**config.mk**
```make
export PLATFORM = sky130hd
export DESIGN_NAME = uart_tx_arbiter
export DESIGN_NICKNAME = d
export VERILOG_FILES = /design/src/rtl/uart_tx_arbiter.sv
export SDC_FILE = /design/constraint.sdc
export NUM_CORES = 1
export LEC_CHECK = 0
export BUFFER_PORTS_ARGS = -buffer_cell sky130_fd_sc_hd__buf_2
export CORE_MARGIN = 4
export CORE_UTILIZATION = 30
export DETAILED_ROUTE_END_ITERATION = 16
export PLACE_DENSITY_LB_ADDON = 0.08
export SLEW_MARGIN = 40
export SYNTH_ARGS = -nofsm -noshare
export SYNTH_HDL_FRONTEND = slang
export SYNTH_SLANG_ARGS = --single-unit
```
**constraint.sdc**
```tcl
create_clock -name clk -period 3.15 [get_ports clk]
set_input_delay 0.63 -clock clk [delete_from_list [all_inputs] [get_ports clk]]
set_output_delay 0.63 -clock clk [all_outputs]
set_load 0.01 [all_outputs]
```
**src/rtl/uart_tx_arbiter.sv**
```systemverilog
// uart_tx_arbiter: round-robin, message-locked share of one UART TX between two byte streams.
// Define UART_ARB_TIMEOUT_EN to revoke a lock after TIMEOUT_CYCLES idle owner cycles.
module uart_tx_arbiter #(
  parameter int DATA_WIDTH     = 8,
  parameter int TIMEOUT_CYCLES = 4096
) (
  input  logic                  clk,
  input  logic                  rst_n,
  input  logic [DATA_WIDTH-1:0] req0_data,
  input  logic                  req0_valid,
  input  logic                  req0_last,
  output logic                  req0_ready,
  input  logic [DATA_WIDTH-1:0] req1_data,
  input  logic                  req1_valid,
  input  logic                  req1_last,
  output logic                  req1_ready,
  output logic [DATA_WIDTH-1:0] tx_data,
  output logic                  tx_valid,
  input  logic                  tx_ready,
  output logic [1:0]            grant,
  output logic                  busy
);
  localparam logic [1:0] IDLE = 2'b00;
  localparam logic [1:0] OWN0 = 2'b01;
  localparam logic [1:0] OWN1 = 2'b10;

  logic [1:0]            state_q, state_d;
  logic                  prio_q, prio_d;
  logic                  tx_valid_q, tx_valid_d;
  logic [DATA_WIDTH-1:0] tx_data_q, tx_data_d;
  logic                  slot, xfer0, xfer1, xfer, xlast, expire, done;

  // The buffer can take a byte when empty or draining this cycle.
  assign slot       = !tx_valid_q || tx_ready;
  assign req0_ready = (state_q == OWN0) && slot;
  assign req1_ready = (state_q == OWN1) && slot;
  assign xfer0      = req0_valid && req0_ready;
  assign xfer1      = req1_valid && req1_ready;
  assign xfer       = xfer0 || xfer1;
  assign xlast      = xfer1 ? req1_last : req0_last;

`ifdef UART_ARB_TIMEOUT_EN
  localparam int CW = (TIMEOUT_CYCLES > 2) ? $clog2(TIMEOUT_CYCLES) : 1;
  logic [CW-1:0] cnt_q, cnt_d;
  logic          own_valid;
  assign own_valid = (state_q == OWN1) ? req1_valid : req0_valid;
  assign expire    = (state_q != IDLE) && !own_valid && (cnt_q == CW'(TIMEOUT_CYCLES - 1));
  assign cnt_d     = ((state_q == IDLE) || own_valid || expire) ? '0 : cnt_q + 1'b1;
  always_ff @(posedge clk or negedge rst_n)
    if (!rst_n) cnt_q <= '0;
    else cnt_q <= cnt_d;
`else
  assign expire = 1'b0;
`endif

  assign done = (xfer && xlast) || expire;

  always_comb begin
    state_d    = (state_q == IDLE) ?
                 ((req0_valid && req1_valid) ? (prio_q ? OWN1 : OWN0) :
                  req0_valid ? OWN0 : req1_valid ? OWN1 : IDLE) :
                 (done ? IDLE : state_q);
    prio_d     = done ? (state_q == OWN0) : prio_q;
    tx_valid_d = xfer || (tx_valid_q && !tx_ready);
    tx_data_d  = xfer ? (xfer1 ? req1_data : req0_data) : tx_data_q;
  end

  always_ff @(posedge clk or negedge rst_n)
    if (!rst_n) begin
      state_q    <= IDLE;
      prio_q     <= 1'b0;
      tx_valid_q <= 1'b0;
      tx_data_q  <= '0;
    end else begin
      state_q    <= state_d;
      prio_q     <= prio_d;
      tx_valid_q <= tx_valid_d;
      tx_data_q  <= tx_data_d;
    end

  assign tx_data  = tx_data_q;
  assign tx_valid = tx_valid_q;
  assign grant    = state_q;
  assign busy     = (state_q != IDLE) || tx_valid_q;
endmodule

```
### Word-level counts from Yosys, hierarchy flattened

Cells that the tools add are included.

| cells by class | value |
|---|---|
| equal/unequal tests | 2 |
| muxes and demuxes | 8 |
| reductions and logical operators | 16 |

Operator list:

| cell | count |
|---|---|
| 2-bit 2-to-1 mux | 6 |
| 8-bit 2-to-1 mux | 1 |
| 1-bit logical AND | 7 |
| 1-bit logical OR | 4 |
| 2-bit nonzero test | 2 |
| 2-bit by 1-bit == test with 1-bit output (second input constant) | 1 |
| 2-bit == test (second input constant) | 1 |
| 1-bit zero test | 2 |
| 2-bit zero test | 1 |
| 1-bit 2-to-1 mux | 1 |

| word-level totals | value |
|---|---|
| register bits after elaboration | 12 |
| output and inout port bits | 14 |
| word-level logic and storage cells | 30 |

### Depth between registers and ports, before layout

Gate-level depths: netlist of the first run.

| depth | value |
|---|---|
| depth in word-level cells | 8 |
| gate-level depth with buffers | 4 |

### Least setup slack after synthesis of the first run

No wires, ideal clock.

| timing path | value |
|---|---|
| kind | input to output |
| start point | input port tx_ready |
| end point | output port req0_ready |
| arrival | 1.027 ns |
| stages on the path | 2 |
| required time | 2.520 ns |
| path buffers | 0 |
| setup slack | 1.493 ns |
| cells stage by stage | nor2b_1 > nor3b_1 |

| between the ends | value |
|---|---|
| word-level cells in the longest chain between the ends | 2 |

RTL lines:

| item | line | text |
|---|---|---|
| from (decl) | 19 | `input logic tx_ready,` |
| 1-bit logical OR | 34 | `assign slot = !tx_valid_q \|\| tx_ready;` |
| 1-bit logical AND | 35 | `assign req0_ready = (state_q == OWN0) && slot;` |
| to (decl) | 12 | `output logic req0_ready,` |

No other way between the ends.

### Worst setup path after layout of the first run

| timing path | value |
|---|---|
| start point | register state_q[1] (netlist: grant[1]) |
| end point | output port busy |

| between the ends | value |
|---|---|
| word-level cells in the longest chain between the ends | 2 |

RTL lines:

| item | line | text |
|---|---|---|
| from (decl) | 27 | `logic [1:0] state_q, state_d;` |
| from (signal assigned) | 75 | `state_q <= state_d;` |
| 2-bit nonzero test | 84 | `assign busy = (state_q != IDLE) \|\| tx_valid_q;` |
| 1-bit logical OR | 84 |  |
| to (decl) | 21 | `output logic busy` |

No other way between the ends.

==> results of run 1 <==
through the flow:
stage | hold slack (ns) | power [µW] | util
after floorplan | 0.334 | 582 | -
after global placement | 0.491 | 707 | 0.415
after detailed placement | 0.497 | 709 | 0.415
after CTS | 0.225 | 839 | 0.433
after global routing | 0.225 | 884 | 0.433
final | 0.219 | 826 | 0.433
Yosys cell counts, drive strengths merged:
cell,instances
inv,3
o211ai,1
nor2b,1
a22o,1
a2bb2oi,7
nand2b,2
nand2,1
nand3b,2
and2b,1
a21oi,3
nand3,2
o22ai,8
dfrtp,12
o221ai,1
nor3b,2
clkbuf,1
o2bb2a,1
o32a,1
buf,2
or3,2
layer usage:
| layer | vias to the layer above | part of all wire | track usage |
|---|---|---|---|
| met2 | 22 | 0.44 | 0.169 |
| met5 | - | 0 | 0 |
| met4 | 0 | 0.0079 | 0.0607 |
| li1 | 284 | - | - |
| met1 | 267 | 0.47 | 0.166 |
| met3 | 2 | 0.085 | 0.0295 |
path summary, 6_finish.rpt:
kind                                        start  slack (ns)                      to  cells past startpoint
setup / recovery             grant[1]$_DFFE_PN0P_        1.21                    busy                      2
hold / removal                              rst_n        0.22  tx_data[3]$_DFFE_PN0P_                      1
setup reg to reg             grant[1]$_DFFE_PN0P_        1.72  tx_data[7]$_DFFE_PN0P_                      3
hold reg to reg            tx_data[6]$_DFFE_PN0P_        0.51  tx_data[6]$_DFFE_PN0P_                      1
max in group asynchronous                   rst_n        2.71    grant[0]$_DFFE_PN0P_                      1
min in group clk           tx_data[6]$_DFFE_PN0P_        0.51  tx_data[6]$_DFFE_PN0P_                      1
sequential cells by signal, indices dropped and copies added (netlist names):
name and cells:
tx_data 8, grant 2, prio_q 1, tx_valid 1
report_power, final:
group / total (µW) / switching, µW / internal, µW
registers: 299 / 68.2 / 231
logic: 402 / 192 / 210
clock network: 125 / 55.2 / 70.2
cells by family after synthesis:
logic type             after synthesis  share of synthesized area
AO/OA/AOI/OAI                       23                      0.313
AND/OR/NAND/NOR                     13                      0.163
buffers and inverters                6                     0.0701
flip-flops                          12                      0.455
layout make-up:
cell class,count,share of cell area
Tap cell,27,0.0386
Timing Repair Buffer,36,0.206
Sequential cell,12,0.343
Multi-Input combinational cell,36,0.359
Inverter,3,0.0129
Clock buffer,4,0.0414
==> results.cfg, run 1 <==
[placed_design]
gp_congestion = 0.777
place_ws_ns = 1.24
io_buffer_count = 36
place_area_um2 = 840
post-dp-hpwl_mm = 1.18
dp.cells = 114

[cts]
clkSlewWorstSetupHoldPaths_ns = 0.08
cts_resized = 0
clock-sinks = 12
cts_max_level = 1
clkLatencyLatePin_ns = 0.27
cts_made_buffers = 3
cts-root-buf = clkbuf_4
cts_tree = built
postCtsSetupBuffers = 0
clockBufferDepth = 2
cts-hold-fix-buffers = 0

[drt]
vias_per_cell = 4.87
avgRoutedWirePerCell_um = 14.0
firstDrtPassIters = 4
via_count = 575
drcViolationCount = 0
totalWireLength_mm = 1.66
drtIter0Drc = 8
ant_nets = 0

[yosys]
avgSynthCellArea_um2 = 12.2
synth.top_cell.area_share = 0.455
synth_cell_types = 23
synth_top_area_cell = dfrtp_1
netlist_instances = 54
synth_nets = 77
syn-cell-area_um2 = 661
ys_seq_area_frac = 0.455
synth.area.top_cells = dfrtp_1 (45%), a2bb2oi_1 (9.3%), o22ai_1 (6.6%)
yosys_register_bits = 12
yosysWarnings = 0

[floorplan]
rows = 16
fp.coreArea_um2 = 2020
die_y_um = 54.9
num_io_pins = 37
fp.dieW_um = 54.9
die_area_um2 = 3020
initial_core_util = 0.327

[final_layout]
regArea_um2 = 300
nFillCells = 201
mostFrequentLayoutCells = buf_2 (36), dfrtp_1 (12), o22ai_1 (7), a2bb2oi_1 (7)
areaGrowthSynthToFinish_pct = 32.6
nets = 115
antennaDiodeCount = 0
fin_area_um2 = 876
multi_input_area_um2 = 314
instances_no_fill = 118
drive_gt1_frac = 0.495
layout_commonest_cell = buf_2

[power]
powerDensity_nw_per_um2 = 944
leakage_uw = 0.000421
peakVddDrop_mv = 0.448

[critical_path]
worstPathMaxFanout = 9
startpoint_type = flop
critical_path.cell_chain = or3_1 > buf_2
critPathArrivalTime_ns = 1.31
cpLargestDelayFamily = flip-flops
endpoint_kind = output port
slowest_delay_ns = 0.49
required_ns = 2.52
path_buf_inv = 1
cpMaxStageDelayCell = dfrtp_1
critPathKind = flop to output port

[sta]
worstMarginPinSlew_ns = 0.510
fmax_mhz = 516
finalCritPeriodShare = 0.615
setup_tns_ns = 0
slew-limit-headroom = 0.660
hold_violations = 0
setup_viol = 0
fin_crit_ns = 1.94
slew_viol_final = 0
grt_setup_unrepaired = false
fin_ws_ns = 1.21
clock_skew_ns = 0.00308

[global_routing]
track_usage = 0.119
antenna_found_initial = 0
grt_max_degree = 13
grt_pass1_vias = 511
grt_overflow = 0
grt_pass1_wl_mm = 2.47

[hold_path]
hp-class = input pin to async pin

[run_status]
outcome = completed

[job]
cap_violations = 0
No activity file was read; power rests on OpenSTA's default activity.
==> inputs of run 2 (changes only) <==
Settings changed: ABC_AREA set to 1.
Clock period 3.15 ns to 1.7 ns, I/O delays scaled along.
==> run 2 against run 1 <==
Synthesized cell count grew 67%. Sequential power grew 76%. Hold slack gained 0.11 ns. Sequential cell count is the same. Setup slack lost 1.0 ns. Final cell count grew 33%. Global-route usage shrank 1.1 points. Highest routed layer unchanged.
==> results.cfg, run 2 <==
[run_status]
outcome = completed

[critical_path]
cpMaxStageDelayCell = dfrtp_1
worstPathMaxFanout = 6
required_ns = 1.36
endpoint_kind = output port
startpoint_type = flop
critical_path.cell_chain = nand2_2 > inv_1 > nor3_1 > buf_2
critPathKind = flop to output port
slowest_delay_ns = 0.40
critPathArrivalTime_ns = 1.17

[final_layout]
utilization = 0.425
drive_gt1_frac = 0.426
largest_register_ffs = 8
multi_input_area_um2 = 357
areaGrowthSynthToFinish_pct = 29.8
nets = 154
regArea_um2 = 300
mostFrequentLayoutCells = nand2_1 (36), buf_2 (36), inv_1 (16), dfrtp_1 (12), o211ai_2 (8)
nFillCells = 244
antennaDiodeCount = 0

[drt]
drtIter0Drc = 5
avgRoutedWirePerCell_um = 10.6
vias_per_cell = 4.36
ant_nets = 0
via_count = 685
firstDrtPassIters = 2
drcViolationCount = 0
totalWireLength_mm = 1.66

[sta]
fin_ws_ns = 0.187
whs_ns = 0.332
hold_violations = 0
slew-limit-headroom = 0.818
setup_viol = 0
setup_tns_ns = 0
clock_skew_ns = 0.00116
finalCritPeriodShare = 0.890
worstMarginPinSlew_ns = 0.273
grt_setup_unrepaired = false
fmax_mhz = 661
fin_crit_ns = 1.51
slew_viol_final = 0

[cts]
postCtsSetupBuffers = 0
clockBufferDepth = 2
clock-sinks = 12
cts_max_level = 1
cts_made_buffers = 3
cts_tree = built
cts-root-buf = clkbuf_4
clkLatencyLatePin_ns = 0.26
clkSlewWorstSetupHoldPaths_ns = 0.07

[power]
finalPower_uw = 1450
powerDensity_nw_per_um2 = 1490
peakVddDrop_mv = 0.756
leakage_uw = 0.000593

[floorplan]
initial_core_util = 0.327
fp.dieW_um = 58.1
die_area_um2 = 3370
fp.coreArea_um2 = 2300
num_io_pins = 37
rows = 17
die_y_um = 58.1

[yosys]
synth.top_cell.area_share = 0.399
yosysWarnings = 0
async_reset_ff_frac = 1.00
synth_edf_count = 0
synth_cell_types = 17
yosysMostFrequentCell = nand2_1
synth_top_area_cell = dfrtp_1
synth.area.top_cells = dfrtp_1 (40%), nand2_1 (18%), o211ai_2 (13%)
avgSynthCellArea_um2 = 8.36
ys_seq_area_frac = 0.399
syn-cell-area_um2 = 752
yosys_register_bits = 12
synth_nets = 113
netlist_instances = 90
synthTopCellsByCount = nand2_1 (36), inv_1 (16), dfrtp_1 (12)
ys.flop_type = dfrtp_1

[global_routing]
antenna_found_initial = 0
grt_pass1_vias = 688
grt_max_degree = 19
track_usage = 0.108
grt_pass1_wl_mm = 2.86
grt_overflow = 0

[placed_design]
post-dp-hpwl_mm = 1.38
io_buffer_count = 36
gp_congestion = 0.687
place_ws_ns = 0.234

[hold_path]
hp-class = input pin to flop

[job]
cap_violations = 0
-- run 2: cell count changes in the layout (fill, tap and decap cells not counted), sizes merged, moves of 2 or more --
| cell | before | now |
|---|---|---|
| inv | 3 | 17 |
| nand2b | 2 | 0 |
| nor2 | 0 | 3 |
| nor3b | 2 | 0 |
| o211ai | 1 | 9 |
| a21oi | 3 | 0 |
| nand3b | 2 | 0 |
| o22ai | 8 | 0 |
| or3 | 2 | 0 |
| a2bb2oi | 7 | 0 |
| nand3 | 2 | 5 |
| nand2 | 1 | 38 |
| nor3 | 0 | 2 |
| nand4 | 0 | 2 |
-- run 2: final cells by class --
class                      count  area share
multi-input combinational     59       0.365
sequential                    12       0.308
timing repair buffer          38       0.203
inverter                      17      0.0654
tap                           28      0.0359
clock buffer                   3      0.0231
-- run 2: final timing paths --
check,from,end,depth (start not counted),slack (ns)
setup reg to reg,grant[0]$_DFFE_PN0P_,tx_data[6]$_DFFE_PN0P_,7,0.25
setup / recovery,tx_valid$_DFF_PN0_,req1_ready,4,0.19
hold reg to reg,tx_data[5]$_DFFE_PN0P_,tx_data[5]$_DFFE_PN0P_,2,0.48
hold / removal,req1_data[3],tx_data[3]$_DFFE_PN0P_,3,0.33
min in group asynchronous,rst_n,tx_data[4]$_DFFE_PN0P_,2,0.50
max in group asynchronous,rst_n,prio_q$_DFFE_PN0P_,2,0.99
-- run 2: routing by layer --
| metal | vias up | track usage | wire, µm |
|---|---|---|---|
| met2 | 19 | 0.195 | 812 |
| met3 | 2 | 0.0245 | 103 |
| met4 | 0 | 0.0397 | 16 |
| met1 | 298 | 0.123 | 725 |
| met5 | - | 0 | 0 |
| li1 | 366 | - | - |
-- run 2: cells by family after synthesis --
kind of cell | share of synthesized area
AOI/OAI and AO/OA | 0.143
DFF | 0.399
and+or+nand+nor | 0.331
buffers and inverters | 0.126
-- run 2: critical path, delay by kind of cell, from the launching register on --
family / cells / cell delay [ns]
buf+inv: 2 / 0.23
simple gates: 2 / 0.29
flops: 1 / 0.40
-- run 2: repair_timing --
action | CTS | global route
hold endpoints to repair | 12 | 0
gates resized for setup | 0 | 0
hold buffers | 1 | 0
-- run 2: metrics by stage --
stage | instances | cell area (µm²)
2_1_floorplan | 90 | 752
3_3_place_gp | 153 | 943
3_5_place_dp | 153 | 943
4_1_cts | 157 | 976
5_1_grt | 157 | 976
6_report | 157 | 976
-- run 2: report_power, final --
part	internal, µW	leakage (µW)	switching, µW	total [µW]
clock	81.5	0.0000138	78.4	160
combinational	301	0.000431	464	765
sequential	424	0.000148	102	526
